===== src/rtl/monit_readout_pkg.sv =====
// monit_readout_pkg -- shared definitions for the monitor-counter readout
// controller: FSM state type, default frame sync bytes, frame geometry and
// the field map of the packed 184-bit counter bus.
//
// Build option: MONIT_READOUT_CHKSUM_EN appends a modulo-256 payload checksum
// byte to every frame (26-byte frame instead of 25).
package monit_readout_pkg;

  typedef enum logic [1:0] {
    ST_IDLE = 2'd0,
    ST_SEND = 2'd1,
    ST_DONE = 2'd2
  } state_t;

  localparam logic [7:0] HDR0_DEFAULT = 8'hEB;
  localparam logic [7:0] HDR1_DEFAULT = 8'h90;

  localparam int CNT_BUS_W       = 184;
  localparam int HDR_BYTES       = 2;
  localparam int PAYLOAD_BYTES   = 23;
  localparam int FRAME_LEN_NOCHK = 25;
  localparam int FRAME_LEN_CHK   = 26;

`ifdef MONIT_READOUT_CHKSUM_EN
  localparam int FRAME_LEN = FRAME_LEN_CHK;
`else
  localparam int FRAME_LEN = FRAME_LEN_NOCHK;
`endif

  // Byte index covers 0..FRAME_LEN-1.
  localparam int IDX_W = 5;

  // Field map of cnt_bus_in; the first payload byte is the MSB of the bus.
  localparam int HIT_MONIT_CNT_0_LSB = 152; localparam int HIT_MONIT_CNT_0_W = 32;
  localparam int HIT_MONIT_CNT_1_LSB = 120; localparam int HIT_MONIT_CNT_1_W = 32;
  localparam int HIT_START_LSB       = 104; localparam int HIT_START_W       = 16;
  localparam int LOGIC_MATCH_LSB     = 88;  localparam int LOGIC_MATCH_W     = 16;
  localparam int EFF_TRG_LSB         = 72;  localparam int EFF_TRG_W         = 16;
  localparam int COINCID_TRG_LSB     = 56;  localparam int COINCID_TRG_W     = 16;
  localparam int EXT_TRG_LSB         = 40;  localparam int EXT_TRG_W         = 16;
  localparam int BUSY_MONIT_LSB      = 24;  localparam int BUSY_MONIT_W      = 16;
  localparam int HIT_MONIT_ERR_LSB   = 16;  localparam int HIT_MONIT_ERR_W   = 8;
  localparam int HIT_MONIT_SEL_LSB   = 8;   localparam int HIT_MONIT_SEL_W   = 8;
  localparam int TRG_DELAY_TIMER_LSB = 0;   localparam int TRG_DELAY_TIMER_W = 8;

endpackage


===== src/rtl/monit_readout_ctrl.sv =====
// monit_readout_ctrl -- snapshots the packed monitor counters on a readout
// request and streams them as a byte frame (HDR0, HDR1, 23 payload bytes
// MSB-first, optional checksum) over a valid/ready handshake.
//
// Build option: MONIT_READOUT_CHKSUM_EN adds the checksum byte as the last
// frame byte; without it the checksum logic is not built.
//
// Ports:
//   clk_in          system clock
//   rst_n_in        asynchronous active-low reset
//   req_in          readout request pulse
//   cnt_bus_in      packed monitor counters (184 bits)
//   data_out        current frame byte (0 when not sending)
//   data_valid_out  data_out is valid
//   data_ready_in   downstream accepts the byte
//   sof_out         first frame byte
//   eof_out         last frame byte
//   rd_out          one-cycle pulse after the frame
//   busy_out        high outside IDLE
//   overrun_cnt_out saturating count of requests dropped while busy
module monit_readout_ctrl
  import monit_readout_pkg::*;
#(
  parameter logic [7:0] HDR0 = HDR0_DEFAULT,
  parameter logic [7:0] HDR1 = HDR1_DEFAULT
) (
  input  logic                 clk_in,
  input  logic                 rst_n_in,
  input  logic                 req_in,
  input  logic [CNT_BUS_W-1:0] cnt_bus_in,
  output logic [7:0]           data_out,
  output logic                 data_valid_out,
  input  logic                 data_ready_in,
  output logic                 sof_out,
  output logic                 eof_out,
  output logic                 rd_out,
  output logic                 busy_out,
  output logic [7:0]           overrun_cnt_out
);

  localparam logic [IDX_W-1:0] LAST_IDX  = IDX_W'(FRAME_LEN - 1);
  localparam logic [IDX_W-1:0] PAY_FIRST = IDX_W'(HDR_BYTES);

  state_t               state;
  logic [CNT_BUS_W-1:0] snapshot;
  logic [IDX_W-1:0]     idx;
  logic [7:0]           overrun_cnt;
  logic [IDX_W-1:0]     pay_idx;
  logic [CNT_BUS_W-1:0] pay_shift;
  logic [7:0]           pay_byte;
  logic [7:0]           frame_byte;

  // Payload byte k sits at the top of the snapshot shifted left by 8*k; for
  // header indices pay_idx wraps, but those indices never select pay_byte.
  assign pay_idx   = idx - PAY_FIRST;
  assign pay_shift = snapshot << {pay_idx, 3'b000};
  assign pay_byte  = pay_shift[CNT_BUS_W-1 -: 8];

`ifdef MONIT_READOUT_CHKSUM_EN
  localparam logic [IDX_W-1:0] PAY_LAST = IDX_W'(HDR_BYTES + PAYLOAD_BYTES - 1);
  logic [7:0] chksum;

  always_ff @(posedge clk_in or negedge rst_n_in) begin
    if (!rst_n_in) begin
      chksum <= '0;
    end else if (state == ST_IDLE && req_in) begin
      chksum <= '0;
    end else if (state == ST_SEND && data_ready_in &&
                 idx >= PAY_FIRST && idx <= PAY_LAST) begin
      chksum <= chksum + pay_byte;
    end
  end
`endif

  always_comb begin
    frame_byte = pay_byte;
    if (idx == '0) begin
      frame_byte = HDR0;
    end else if (idx == IDX_W'(1)) begin
      frame_byte = HDR1;
    end
`ifdef MONIT_READOUT_CHKSUM_EN
    else if (idx == LAST_IDX) begin
      frame_byte = chksum;
    end
`endif
  end

  always_ff @(posedge clk_in or negedge rst_n_in) begin
    if (!rst_n_in) begin
      state    <= ST_IDLE;
      idx      <= '0;
      snapshot <= '0;
    end else begin
      case (state)
        ST_IDLE: begin
          if (req_in) begin
            snapshot <= cnt_bus_in;
            idx      <= '0;
            state    <= ST_SEND;
          end
        end
        ST_SEND: begin
          if (data_ready_in) begin
            if (idx == LAST_IDX) begin
              state <= ST_DONE;
            end else begin
              idx <= idx + IDX_W'(1);
            end
          end
        end
        ST_DONE: state <= ST_IDLE;
        default: state <= ST_IDLE;
      endcase
    end
  end

  // A request in DONE is still busy time, so it counts as an overrun.
  always_ff @(posedge clk_in or negedge rst_n_in) begin
    if (!rst_n_in) begin
      overrun_cnt <= '0;
    end else if (req_in && state != ST_IDLE && overrun_cnt != 8'hFF) begin
      overrun_cnt <= overrun_cnt + 8'd1;
    end
  end

  assign data_valid_out  = (state == ST_SEND);
  assign data_out        = data_valid_out ? frame_byte : 8'h00;
  assign sof_out         = data_valid_out && (idx == '0);
  assign eof_out         = data_valid_out && (idx == LAST_IDX);
  assign rd_out          = (state == ST_DONE);
  assign busy_out        = (state != ST_IDLE);
  assign overrun_cnt_out = overrun_cnt;

endmodule


===== config.mk =====
export PLATFORM = sky130hd
export DESIGN_NAME = monit_readout_ctrl
export DESIGN_NICKNAME = d
export VERILOG_FILES = /design/src/rtl/monit_readout_pkg.sv /design/src/rtl/monit_readout_ctrl.sv
export SDC_FILE = /design/constraint.sdc
export NUM_CORES = 1
export LEC_CHECK = 0
export ABC_AREA = 0
export CELL_PAD_IN_SITES_DETAIL_PLACEMENT = 1
export CELL_PAD_IN_SITES_GLOBAL_PLACEMENT = 1
export CORE_ASPECT_RATIO = 0.6
export CORE_UTILIZATION = 42
export CTS_CLUSTER_DIAMETER = 120
export DETAILED_ROUTE_END_ITERATION = 10
export GPL_ROUTABILITY_DRIVEN = 0
export PLACE_DENSITY = 0.77
export SLEW_MARGIN = 20
export SYNTH_ARGS = -nofsm -noshare
export SYNTH_HDL_FRONTEND = slang
export SYNTH_SLANG_ARGS = --single-unit

===== constraint.sdc =====
create_clock -name clk_in -period 4 [get_ports clk_in]
set_input_delay 0.8 -clock clk_in [delete_from_list [all_inputs] [get_ports clk_in]]
set_output_delay 0.8 -clock clk_in [all_outputs]
set_load 0.005 [all_outputs]

Word level (Yosys, flattened, before mapping)
Index checks and enable logic that the tools add are counted.
- equality and inequality tests: 9
- multiplexer cells: 11
- reduce and logical (&&, ||, !) cells: 11
- shifts and indexed selects: 1
- add/sub/neg operators: 3
- operator list (cell ; number):
    $shl A184 B8 Y184 ; 1
    $mux W8 ; 3
    $mux W5 ; 3
    $pmux W5 S2 ; 1
    $add A8 B1 Y8 const B ; 1
    $ne A8 B8 Y1 const B ; 1
    $mux W2 ; 3
    $add A5 B1 Y5 const B ; 1
    $eq A5 B1 Y1 const B ; 1
    $eq A5 B5 Y1 const B ; 1
    $logic_not A5 Y1 ; 1
    $sub A5 B2 Y5 const B ; 1
    $logic_and A1 B1 Y1 ; 4
    $ne A2 B1 Y1 const B ; 2
    $ne A2 B2 Y1 const B ; 2
    $pmux W2 S2 ; 1
    $reduce_and A4 Y1 ; 1
    $reduce_bool A2 Y1 ; 2
    $reduce_and A3 Y1 ; 1
    $eq A2 B1 Y1 const B ; 1
    $eq A2 B2 Y1 const B ; 1
    $logic_not A2 Y1 ; 1
    $reduce_and A2 Y1 ; 1
- flip-flop bits (word level): 199
- output and inout port bits: 21
- word-level logic and storage cells: 39
- input bits: 188

Logic depth before layout (Yosys ltp)
Gate-level depths: netlist (run 1).
- depth in word-level cells: 5
- gate-level depth with buffers: 12
- gate-level depth less buffers: 7

Worst setup path before layout (run 1)
No wires, ideal clock.
- path type: reg2out
- start point: register idx[1]
- end point: output port data_out[4]
- data arrival time: 2.287 ns
- setup slack: 0.913 ns
- stages on the path, launching flop included: 13
- data required time: 3.200 ns
- path buffers: 6
- path through: dfrtp_1 buf_6 buf_12 buf_6 inv_1 ha_1 buf_4 buf_2 buf_1 a21oi_1 o21ai_0 a41oi_1 a21oi_1
- longest elaborated chain between the ends: 5
- elaborated cells between the ends (all ways): 7
- those cells by class: 1 x add/sub; 1 x eq/ne; 1 x shift; 3 x mux; 1 x reduce/logical
- ends and longest elaborated chain (item ; RTL line ; source):
    from (decl) ; monit_readout_ctrl.sv:46 ; logic [IDX_W-1:0] idx;
    from (signal assigned) ; monit_readout_ctrl.sv:108 ; idx <= idx + IDX_W'(1);
    $sub A5 B2 Y5 ; monit_readout_ctrl.sv:55 ; assign pay_idx = idx - PAY_FIRST;
    $shl A184 B8 Y184 ; monit_readout_ctrl.sv:56 ; assign pay_shift = snapshot << {pay_idx, 3'b000};
    $mux W8 ; monit_readout_ctrl.sv:79 ; end else if (idx == IDX_W'(1)) begin
    $mux W8 * ; monit_readout_ctrl.sv:77 ; if (idx == '0) begin
    $mux W8 * ; monit_readout_ctrl.sv:128 ; assign data_out = data_valid_out ? frame_byte : 8'h00;
    to (decl) ; monit_readout_ctrl.sv:31 ; output logic [7:0] data_out,
Every way passes the cells marked *; elsewhere a longest branch is shown, timed or not.

Worst setup path after layout (run 1)
Same ends and word-level chain as after synthesis.

==> results.sh, run 1 <==
export IMPL_status="complete, no violations"
export IMPL_yosysWarnings=0
export IMPL_firstDrtPassIters=4
export IMPL_synth_top_family_by_area="multiplexers"
export IMPL_hold_viol_final=0
export IMPL_hold_ws_ns=0.4673
export IMPL_postRouteAntennaNets=0
export IMPL_hp_class="in -> async"
export IMPL_max_slew_margin_pct=44.08
export IMPL_yosys_register_bits=199
export IMPL_synthAdderAreaFrac_pct=0.7887
export IMPL_finClkSkew_ns=0.007192
export IMPL_power_density_nw_per_um2=636.7
export IMPL_row_count=42
export IMPL_drive_gt1_share_pct=28.92
export IMPL_syn_to_final_growth_pct=31.27
export IMPL_synth_area_mux_share_pct=34.06
export IMPL_fin_crit_ns=3.880
export IMPL_insertion_delay_ns=0.44
export IMPL_drtIter0Drc=316
export IMPL_cp_end_kind="primary output"
export IMPL_synth_cells=649
export IMPL_synth_simple_area_share_pct=4.259
export IMPL_tightest_slew_ns=0.8388
export IMPL_cpMaxStageDelayCell="clkdlybuf4s50_1"
export IMPL_cts_hold_buf=0
export IMPL_finish_utilization_pct=56.48
export IMPL_cp_arrival_ns=3.08
export IMPL_route_vias_total=6288
export IMPL_setup_viol=0
export IMPL_post_dp_hpwl_mm=19.26
export IMPL_final_area_um2=12490
export IMPL_die_h_um=118.6
export IMPL_placed_cells=1140
export IMPL_wirelength_mm=26.22
export IMPL_critPathBufInv=3
export IMPL_syn_avg_cell_area_um2=14.67
export IMPL_cp_required_ns=3.20
export IMPL_fin_crit_sh_pct=96.99
export IMPL_fmax_mhz=257.8
export IMPL_clk_path_buf_depth=2
export IMPL_cap_violations=0
export IMPL_setup_tns_ns=0
export IMPL_multi_input_area_um2=4199
export IMPL_cts_sinks=199
export IMPL_peakVddDrop_uv=438.3
export IMPL_fin_cells=1176
export IMPL_ys_async_sr_fraction_pct=100.0
export IMPL_fp_dieArea_um2=23290
export IMPL_netlist_area_um2=9518
export IMPL_wl_per_cell_um=22.30
export IMPL_htree_levels=4
export IMPL_via_per_inst=5.347
export IMPL_power_leakage_nw=5.038
export IMPL_yosys_area_share_xor_xnor_pct=1.012
export IMPL_port_buffers=208
export IMPL_report_final_slew_viol_count=0
export IMPL_cts_made_buffers=17
export IMPL_postSynthNetCount=843
export IMPL_cpPeakStageDelay_ns=0.49
export IMPL_place_area_um2=11820
export IMPL_synth_compound_area_share_pct=3.602
export IMPL_antenna_found_initial=0
export IMPL_regArea_um2=4986
export IMPL_track_usage_pct=23.65
export IMPL_final_nets=1049
export IMPL_route_detailed_drc=0
export IMPL_fill_cells=2111
export IMPL_synthFlopType="dfrtp_1"
export IMPL_synth_distinct_cells=54
export IMPL_die_x_um=196.3
export IMPL_grt_pass1_vias=6953
export IMPL_grt_max_degree=102
export IMPL_worstPathCellList="clkinvlp_4 > ha_4 > buf_4 > mux2_2 > o311ai_0 > a2bb2oi_1 > a21oi_1 > clkdlybuf4s50_1"
export IMPL_path_class="reg -> out"
export IMPL_critPathLaunchType="flip-flop"
export IMPL_crit_fanout=6
export IMPL_cts_root_buffer="clkbuf_16"
export IMPL_initial_core_util_pct=43.02
export IMPL_grt_pass1_wl_mm=41.17
export IMPL_timing_critical_path_max_delay_family="buffers and inverters"
export IMPL_seq_area_frac_synth_pct=52.32
export IMPL_synth_edf_count=0
export IMPL_io_pins=209
export IMPL_diodes=0
export IMPL_cts_tree="built"
export IMPL_core_um2=22120
export IMPL_grt_ovfl_total=0
export IMPL_cts_clk_slew_worst_paths_ns=0.07
timing repair:
item,in CTS,in global routing
pin swaps,0,1
setup buffers,0,4
setup endpoints to repair,6,5
gates resized for setup,1,6
Yosys cell counts (2+ instances only):
cell type    n  area, um2
mux2i_1     34      340.3
mux4_1      17      446.7
nor3_1       4      20.02
and3_1       2      12.51
dfrtp_1    199       4980
a41oi_1      2      17.52
mux2_1      18      202.7
a31oi_2      2      25.02
nand2b_1     3      18.77
buf_6       20      225.2
o22ai_1      3      18.77
xnor2_1      2      17.52
buf_2       15      75.07
nand4_1      2      12.51
nand4b_1     2      17.52
nand2_1     35      131.4
o21ai_0     13      65.06
nand3_1      9      45.04
mux2_2     170       1914
nor2b_1      4      25.02
inv_1        7      26.28
nor2_1      12      45.04
a22oi_1      3      22.52
a21oi_1      9      45.04
buf_4        3      22.52
mux4_2      15      337.8
ha_1         6      75.07
xor2_1       9      78.83
o211ai_1     4      30.03
worst reg2reg max path, cell delays in order, from the launching register on:
cell      delay [ns]
dfrtp_2         0.66
inv_1           0.44
ha_1            0.39
and4b_1         0.26
a211oi_2        0.45
nand2_1         0.13
xnor2_1         0.22
nor2_1          0.07
final timing paths:
kind | from | endpoint | slack, ns | cells after the start
max | idx[1] | data_out[4] | 0.12 | 8
max reg2reg | idx[0] | idx[2] | 1.25 | 7
min reg2reg | snapshot[94] | snapshot[94] | 0.49 | 1
max in group asynchronous | rst_n_in | snapshot[42] | 2.58 | 2
min in group clk_in | snapshot[94] | snapshot[94] | 0.49 | 1
min | rst_n_in | overrun_cnt_out[0] | 0.47 | 1
cell usage in the layout, fill, tap and decap left out, types with 2 or more instances in the layout:
master           count
a21oi_1              8
a22oi_1              3
a31oi_4              2
a41oi_1              2
and3_1               2
buf_12               4
buf_4               16
bufinv_16            3
clkbuf_1             2
clkbuf_16           17
clkbuf_8             3
clkdlybuf4s50_1    207
clkinv_2             2
clkinvlp_4           5
dfrtp_1            196
dfrtp_2              2
ha_1                 5
inv_1                6
mux2_1              18
mux2_2             170
mux2i_1             34
mux4_1              17
mux4_2              15
nand2_1             35
nand2b_1             3
nand3_1              9
nand4_1              2
nand4b_1             2
nor2_1              12
nor2b_1              4
nor3_1               4
o211ai_1             4
o21ai_0             13
o22ai_1              3
xnor2_1              2
xor2_1               9
routing by layer:
| layer | track usage (%) | share of wire (%) |
|---|---|---|
| met1 | 33.65 | 47 |
| met2 | 36.64 | 46 |
| met3 | 5.936 | 5.4 |
| met4 | 4.688 | 0.80 |
| met5 | 0 | 0 |
logic make-up after synthesis:
logic type                 count (synthesis)
AOI/OAI and AO/OA                         49
xor gates and xnor gates                  11
adders and majority gates                  6
buffers and inverters                     48
DFF                                      199
muxes                                    254
and+or+nand+nor                           82
state kept, by name, summed over array words and instances, names as in the netlist:
signal,cells
state,2
snapshot,184
overrun_cnt_out,8
idx,5
power breakdown:
group | switching [mW] | leakage, nW | total [mW] | internal, mW
clock | 0.780 | 0.286 | 1.80 | 1.02
sequential | 0.378 | 2.34 | 2.94 | 2.56
combinational | 1.46 | 2.41 | 3.22 | 1.76
total | 2.62 | 5.04 | 7.96 | 5.34
per-stage QoR:
step	total power, mW	setup WS, ns
4_1_cts	7.939	0.01258
2_1_floorplan	4.890	0.9132
3_5_place_dp	6.090	0.3426
5_1_grt	8.366	-0.002417
6_report	7.955	0.1203
3_3_place_gp	5.949	0.4567
layout make-up:
type | instances | share of cell area (%)
Clock inverter | 11 | 1.182
Sequential cell | 199 | 39.91
Tap cell | 308 | 3.084
Inverter | 7 | 0.2403
Timing Repair Buffer | 228 | 18.30
Clock buffer | 21 | 3.685
Multi-Input combinational cell | 402 | 33.61
Note: power is estimated with default switching activity, not from simulation.
==> run 2, diff against run 1 <==
Settings changed: CORE_ASPECT_RATIO 0.6 to 1.75, CORE_MARGIN set to 3, TNS_END_PERCENT set to 5.
==> run 2 against run 1 <==
Compared with the run above:
- sequential share of layout area up 0.40 points
- count of clock-buffer cells in the layout stayed put
- die area grew 5.5%
- final cell count down 1.9%
- critical endpoint is now data_out[2]
- first-iteration DRC count rose by 18%
==> results.sh, run 2 (same netlist as run 1, synthesis figures left out) <==
export IMPL_status="complete, no violations"
export IMPL_cts_hold_buf=0
export IMPL_hp_class="in -> async"
export IMPL_cap_violations=0
export IMPL_grt_max_degree=97
export IMPL_diodes=0
export IMPL_drive_gt1_share_pct=27.86
export IMPL_rr_worst_depth=7
export IMPL_hold_viol_final=0
export IMPL_path_class="reg -> out"
export IMPL_max_slew_margin_pct=44.67
export IMPL_cts_tree="built"
export IMPL_hold_ws_ns=0.3876
export IMPL_setup_viol=0
export IMPL_antenna_found_initial=0
export IMPL_largest_reg_flops=184
export IMPL_track_usage_pct=21.66
export IMPL_timing_rr_end="idx[4]"
export IMPL_post_cts_setup_buffer_count=0
export IMPL_placed_cells=1122
export IMPL_layout_common_cells="207 x clkdlybuf4s50_1, 196 x dfrtp_1, 170 x mux2_2"
export IMPL_dp_worst_setup_slack_ns=0.3212
export IMPL_clk_path_buf_depth=2
export IMPL_wl_per_cell_um=22.46
export IMPL_report_final_slew_viol_count=0
export IMPL_htree_levels=4
export IMPL_cp_end_kind="primary output"
export IMPL_core_um2=22160
export IMPL_route_detailed_drc=0
export IMPL_cp_required_ns=3.20
export IMPL_cts_sinks=199
export IMPL_grt_pass1_wl_mm=39.95
export IMPL_fin_crit_sh_pct=98.26
export IMPL_initial_core_util_pct=42.95
export IMPL_grt_ovfl_total=0
export IMPL_power_leakage_nw=4.968
export IMPL_rsz0062_at_grt="yes"
export IMPL_syn_to_final_growth_pct=29.99
export IMPL_grt_pass1_vias=7076
export IMPL_finClkSkew_ns=0.006936
export IMPL_cts_clk_slew_worst_paths_ns=0.06
export IMPL_critPathLaunchType="flip-flop"
export IMPL_final_common_cell="clkdlybuf4s50_1"
export IMPL_postRouteAntennaNets=0
export IMPL_cts_root_buffer="clkbuf_16"
export IMPL_post_dp_hpwl_mm=19.80
export IMPL_regToRegStartpoint="idx[0]"
export IMPL_setup_ws_ns=0.06946
export IMPL_crit_fanout=12
export IMPL_top_register="snapshot"
export IMPL_reg2reg_slack_ns=1.34
export IMPL_cp_arrival_ns=3.13
export IMPL_route_vias_total=6132
export IMPL_fmax_mhz=254.4
export IMPL_fin_cells=1154
export IMPL_io_pins=209
export IMPL_insertion_delay_ns=0.44
export IMPL_power_density_nw_per_um2=626.3
export IMPL_row_count=72
export IMPL_fin_crit_ns=3.931
export IMPL_drtIter0Drc=372
export IMPL_die_x_um=119.8
export IMPL_final_area_um2=12370
export IMPL_die_h_um=205.1
export IMPL_firstDrtPassIters=4
export IMPL_wirelength_mm=25.92
export IMPL_final_nets=1039
export IMPL_tightest_slew_ns=0.8235
export IMPL_peakVddDrop_uv=321.2
export IMPL_fp_dieArea_um2=24570
export IMPL_cts_made_buffers=17
export IMPL_place_area_um2=11760
export IMPL_via_per_inst=5.314
export IMPL_setup_tns_ns=0
export IMPL_port_buffers=208
run 2: changes by cell type in the layout (fill, tap and decap cells not counted):
cell / delta
o21ai_1: +2
mux2i_2: +1
clkbuf_1: +1
buf_4: -11
bufinv_16: -1
o21ai_2: -1
mux2i_1: -1
clkbuf_8: -1
buf_6: +1
o21ai_0: -1
inv_1: +1
run 2: timing repair:
| item | CTS | global route |
|---|---|---|
| pin swaps | 0 | 0 |
| gates cloned | 0 | 0 |
| setup endpoints to repair | 6 | 6 |
| gates resized for setup | 3 | 5 |
run 2: worst max-delay path by stage:
stage / start / endpoint / slack, ns / cells after the start
after global placement: idx[2] / data_out[6] / 0.40 / 9
after floorplan: idx[1] / data_out[4] / 0.91 / 12
final: idx[1] / data_out[2] / 0.07 / 9
after detailed placement: idx[2] / data_out[1] / 0.32 / 9
after global routing: idx[1] / data_out[4] / -0.07 / 8
after CTS: idx[2] / data_out[6] / 0.002 / 9
run 2: report_power, final:
part           total (mW)  internal (mW)  switching, mW
registers            2.92           2.56          0.362
clock network        1.68          0.938          0.745
logic                3.14           1.72           1.43
run 2: stage by stage:
stage                     util, %  power [mW]
after floorplan                 -       4.890
after global placement      53.05       5.920
after detailed placement    53.05       6.067
after CTS                   55.75       7.810
after global routing        55.83       8.198
final                       55.83       7.748
run 2: cell type report:
| class | instances | area [um2] |
|---|---|---|
| repair buffers | 218 | 2215 |
| fillers | 2196 | 9789 |
| flip-flops and latches | 199 | 4986 |
| multi-input cells | 402 | 4199 |
| clock buffers | 21 | 450.4 |
| well taps | 296 | 370.4 |
| inverters | 7 | 26.28 |
| clock inverters | 11 | 125.1 |
run 2: metal layers:
| layer | vias to the layer above | GRT usage [%] | wire [um] | part of all wire (%) |
|---|---|---|---|---|
| li1 | 2784 | - | - | - |
| met1 | 3152 | 23.69 | 9439 | 36 |
| met2 | 153 | 41.16 | 14840 | 57 |
| met3 | 43 | 3.343 | 776 | 3.0 |
| met4 | 0 | 9.054 | 864 | 3.3 |
| met5 | - | 0 | 0 | 0 |
run 2: critical path, stage by stage (launching register included):
cell	delay, ns
dfrtp_4	0.49
inv_1	0.20
ha_4	0.30
buf_4	0.21
mux4_1	0.22
nand2_1	0.06
a21oi_1	0.26
a311oi_1	0.08
a211oi_1	0.28
clkdlybuf4s50_1	0.60
==> variant 1 (settings of run 1) <==
Re-encode `state_t` (3 states) as one-hot, 3 bits wide.
--- a/src/rtl/monit_readout_pkg.sv
+++ b/src/rtl/monit_readout_pkg.sv
@@ -8,6 +8,6 @@
 
-  typedef enum logic [1:0] {
-    ST_IDLE = 2'd0,
-    ST_SEND = 2'd1,
-    ST_DONE = 2'd2
+  typedef enum logic [2:0] {
+    ST_IDLE = 3'b001,
+    ST_SEND = 3'b010,
+    ST_DONE = 3'b100
   } state_t;
Check against the original RTL: no difference found for any inputs over 10 cycles, from zero or initial values and one cycle with rst_n_in low; not proved beyond that.
==> variant 1 against run 1 <==
- cell area fell by 1.1%
- sequential share of layout area rose by 0.62 points
- worst hold slack got worse by 0.0072 ns
- highest routed layer unchanged
- total power rose by 6.3%
- largest cell class unchanged
- sequential cell count rose by 1
- routed wire length rose by 21%
- area after synthesis fell by 1.1%
- critical path type unchanged
- setup slack got worse by 0.020 ns
- register-to-register slack improved by 0.45 ns
==> variant 1: results (changes against run 1) <==
yosys:
  synth_nets: 1248  # +48%
  synth_cell_types: 46  # -15%
  yosysSeqAreaShare: 0.5318  # +0.008563
  synth.area.top_cells: "dfrtp_1 (53%), nand2_1 (23%), mux2i_1 (6.3%)"
grt:
  grt_pass1_vias: 8619  # +24%
  met1_usage: 0.4251  # +0.08860
  grt_pass1_wl_um: 49400  # +20%
  grt_use_met3: 0.05788  # -0.001481
  grt_start_max_net_pins: 107  # +4.9%
  use_met2: 0.4239  # +0.05753
  grtUsageTotal: 0.2849  # +0.04847
power:
  peakVddDrop_uv: 325.1  # -26%
  switchingPower_mw: 3.326  # +27%
place:
  placed_area_um2: 11760  # -0.50%
  place_hpwl_um: 22840  # +19%
setup_path:
  worst_ep_arrival_time_ns: 3.10  # +0.02 ns
  cpLargestDelayFamily: "compound AO/OA/AOI/OAI gates"
  cpPeakStageDelay_ns: 0.66  # +0.17 ns
  cpMaxStageDelayCell: "dfrtp_4"
sta:
  worst_slew_pin_slew_ns: 1.031  # +0.1925 ns
  hold_viol: 0  # unchanged
  fin_skew_ns: 0.007173  # -0.00001910 ns
routing:
  met2WireLength_um: 13770  # +13%
  first_iter_violations: 576  # +82%
  firstDrtPassIters: 5  # +1
  met1_length_um: 15500  # +25%
  viasPerCell: 5.401  # +1.0%
final_layout:
  seqCellArea_um2: 5010  # +0.48%
  fillers: 2507  # +19%
  drive_gt1_frac: 0.06235  # -0.2268
outcome:
  status: "complete, no violations"
variant 1: changes by cell type after synthesis, moves of 14 or more:
cell	change
mux2_1	-18
mux2_2	-162
clkbuf_1	+25
mux4_1	-14
mux2i_1	+25
buf_6	-18
a22oi_1	+23
nand2_1	+540
variant 1: power by group through the flow:
| stage | Clock (mW) | Combinational (mW) | Sequential (mW) |
|---|---|---|---|
| floorplan | 0 | 2.01 | 3.37 |
| CTS | 1.68 | 3.10 | 3.68 |
| detailed placement | 0 | 3.03 | 3.70 |
| finish | 1.66 | 3.09 | 3.70 |
| global placement | 0 | 2.89 | 3.70 |
| global route | 1.75 | 3.42 | 3.78 |
variant 1: worst reg2reg max path, stage by stage (launching register included):
cell and delay (ns):
dfstp_2 0.57, or3b_2 0.53, nor2_4 0.48, buf_12 0.36, nand2_1 0.23, nand2_1 0.08
variant 1: logic make-up (layout without fill, tap and decap cells):
kind of cell	Yosys count	in the layout	synth area share
AO/OA/AOI/OAI	69	69	0.05662
XOR/XNOR	11	11	0.01023
adder cells (fa/ha/maj)	6	6	0.007974
buffers and inverters	68	265	0.03429
flip-flops	200	200	0.5318
multiplexers	79	79	0.1022
AND/OR/NAND/NOR	621	621	0.2569
variant 1: repair_timing:
item                                    CTS  global route
cloned                                    0             0
endpoints found under the setup margin    7             1
gates resized for setup                   2             0
endpoints found under the hold margin     0             0
buffers inserted                          1             3
pin swaps                                 0             1
variant 1: layout make-up:
type                       count  share of cell area
sequential                   200              0.4053
timing repair buffer         229              0.1865
multi-input combinational    786              0.3330
clock buffer                  23             0.03866
inverter                       6            0.001822
clock inverter                 7            0.005769
tap                          286             0.02895
variant 1: metrics by stage:
stage / setup WS (ns) / std cells / hold WS (ns)
floorplan: 0.9451 / 1054 / 0.4373
global placement: 0.2881 / 1503 / 0.4556
detailed placement: 0.2458 / 1503 / 0.4615
CTS: 0.1080 / 1534 / 0.4801
global route: 0.06205 / 1537 / 0.4910
finish: 0.1005 / 1537 / 0.4601
variant 1: worst paths after layout:
kind	end	slack, ns	startpoint	cells past startpoint
worst min-delay path	snapshot[85]$_DFFE_PN0P_	0.46	rst_n_in	1
worst max-delay path	data_out[6]	0.10	idx[0]$_DFFE_PN0P_	7
worst min register to register	snapshot[167]$_DFFE_PN0P_	0.47	snapshot[167]$_DFFE_PN0P_	2
worst max register to register	snapshot[140]$_DFFE_PN0P_	1.70	state[0]$_DFFE_PN1P_	5
max in group asynchronous	state[0]$_DFFE_PN1P_	2.60	rst_n_in	2
min in group clk_in	snapshot[167]$_DFFE_PN0P_	0.47	snapshot[167]$_DFFE_PN0P_	2
==> variant 2 (flow settings as in run 1) <==
Without the edit above. The package constant `CNT_BUS_W` goes from 184 to 180.
--- a/src/rtl/monit_readout_pkg.sv
+++ b/src/rtl/monit_readout_pkg.sv
@@ -17,3 +17,3 @@
 
-  localparam int CNT_BUS_W       = 184;
+  localparam int CNT_BUS_W       = 180;
   localparam int HDR_BYTES       = 2;
Interface: changed (resized cnt_bus_in); port bits go from 209 to 205. The function was not compared with the original's and may differ.
==> variant 2 against run 1 <==
- critical path depth up 1
- cell area down 2.9%
- clock power down 8%
- routed wire length up 2.3%
- largest power group unchanged
- critical endpoint unchanged
- area after synthesis down 1.4%
- total power up 18%
- non-clock buffer count down 12
- sequential cell count down 4
- core utilization up 0.12 points
- die area down 1.4%
- setup slack better by 0.00076 ns
==> variant 2: results (changes against run 1) <==
outcome:
  status: "complete, no violations"
routing:
  firstDrtPassIters: 4  # unchanged
  first_iter_violations: 364  # +15%
  via_count: 6215  # -1.2%
  wl_um: 26830  # +2.3%
  drtAntennaViolNets: 0  # unchanged
yosys:
  yosysWarnings: 0  # unchanged
  synth_cell_types: 44  # -19%
  synthFlopType: "dfrtp_1"
  synth_nets: 835  # -0.95%
  ys_top_cells_by_count: "dfrtp_1 (195), mux2_2 (175), mux2i_1 (47), buf_6 (21), nand2_1 (19)"
  async_flop_share: 1.000  # unchanged
  yosysSeqAreaShare: 0.5201  # -0.003133
  synth.area.top_cells: "dfrtp_1 (52%), mux2_2 (21%), mux2i_1 (5.0%)"
setup_path:
  rr_startpoint: "idx[0]$_DFFE_PN0P_"
  worst_ep_arrival_time_ns: 3.08  # about the same
  critical_path_peak_fanout: 24  # +18
  cp-startpoint: "idx[1]$_DFFE_PN0P_"
sta:
  worst_slew_pin_slew_ns: 0.7891  # -0.04963 ns
  fin_skew_ns: 0.01024  # +0.003045 ns
grt:
  grt_pass1_wl_um: 41990  # +2.0%
  grt_start_max_net_pins: 138  # +35%
  antenna_found_initial: 0  # unchanged
  grt_pass1_vias: 6955  # +0.029%
  grtUsageTotal: 0.2461  # +0.009644
cts:
  ctsHtreeMaxLevel: 4  # unchanged
  cts_root_buf: "clkbuf_16"
  clkTransAtPathRegs_ns: 0.07  # about the same
  clock_latency_ns: 0.44  # about the same
  clockBufferDepth: 2  # unchanged
  cts_buffers: 17  # unchanged
power:
  leakagePower_nw: 4.982  # -1.1%
  peakVddDrop_uv: 417.7  # -4.7%
final_layout:
  multiInputGateArea_um2: 4096  # -2.4%
  nNetsFinal: 1031  # -1.7%
  fillers: 2069  # -2.0%
  regMostFlops: "snapshot"
  drive_gt1_frac: 0.2775  # -0.01165
  antennaDiodeCount: 0  # unchanged
  largest_reg_flops: 180  # -2.2%
place:
  place_hpwl_um: 19510  # +1.3%
  placed_area_um2: 11510  # -2.6%
  io_buffers: 204  # -1.9%
worst_hold_path:
  min_path_type: "in2async"
## variant 2: changes by cell type after synthesis, sizes merged, moves of 3 or more
cell | run 1 | this run
mux2 | 188 | 185
nand2 | 35 | 19
o21a | 0 | 4
dfrtp | 199 | 195
xnor2 | 2 | 6
mux4 | 32 | 24
o32a | 0 | 3
a21oi | 9 | 3
mux2i | 34 | 47
a22oi | 3 | 17
nand3 | 9 | 17
## variant 2: final timing paths
check                                                 end  slack (ns)  cells past startpoint
max                                           data_out[4]        0.12                      9
min                        overrun_cnt_out[5]$_DFFE_PN0P_        0.26                      1
max reg2reg                            idx[4]$_DFFE_PN0P_        1.56                      8
min reg2reg                     snapshot[143]$_DFFE_PN0P_        0.49                      1
max in group asynchronous        snapshot[80]$_DFFE_PN0P_        2.60                      3
min in group clk_in             snapshot[143]$_DFFE_PN0P_        0.49                      1
## variant 2: routing by layer
layer  up-vias  global-route usage  wire [µm]
met5         -                   0          0
met4         0             0.04872        206
met3        13             0.06447       1425
met2       174              0.3594      11750
met1      3259              0.3672      13450
li1       2769                   -          -
## variant 2: area by class of cell
class,count,area share
Multi-Input combinational cell,401,0.3376
Clock buffer,19,0.03650
Clock inverter,13,0.01041
Tap cell,279,0.02877
Sequential cell,195,0.4025
Inverter,10,0.003093
Timing Repair Buffer,216,0.1812
## variant 2: worst max-delay path, cell delays in order, from the launching register on
cell and delay (ns):
dfrtp_1 0.38, inv_1 0.25, ha_2 0.35, buf_6 0.20, mux2i_1 0.15, a22oi_1 0.22
nand3_1 0.11, o22ai_1 0.23, o21a_1 0.23, clkdlybuf4s50_1 0.52
## variant 2: cells by family (layout without fill, tap and decap cells)
logic type                 count (synthesis)  after routing  share of synthesized area
muxes                                    256            256                     0.3362
DFF                                      195            195                     0.5201
and+or+nand+nor                           70             70                    0.03747
AOI/OAI and AO/OA                         56             56                    0.04120
buffers and inverters                     49            258                    0.04414
xor gates and xnor gates                  13             13                    0.01294
adders and majority gates                  6              6                   0.008001
## variant 2: what timing repair did
item,CTS,global route
gates cloned,0,0
setup endpoints to repair,3,3
gates resized for setup,1,1
buffers inserted,1,0
## variant 2: through the flow
step | utilization | worst slack, ns | cells | hold slack, ns
after floorplan | - | 1.041 | 645 | 0.4492
after global placement | 0.5369 | 0.4773 | 1099 | 0.4631
after detailed placement | 0.5369 | 0.4471 | 1099 | 0.4759
after CTS | 0.5645 | 0.05840 | 1132 | 0.4939
after global routing | 0.5659 | 0.009657 | 1133 | 0.2529
final | 0.5659 | 0.1211 | 1133 | 0.2569
## variant 2: where the power goes
group	total [mW]	switching, mW	internal (mW)
registers	3.63	0.670	2.96
clock network	1.66	0.779	0.883
logic	4.10	1.88	2.22
total	9.39	3.33	6.06
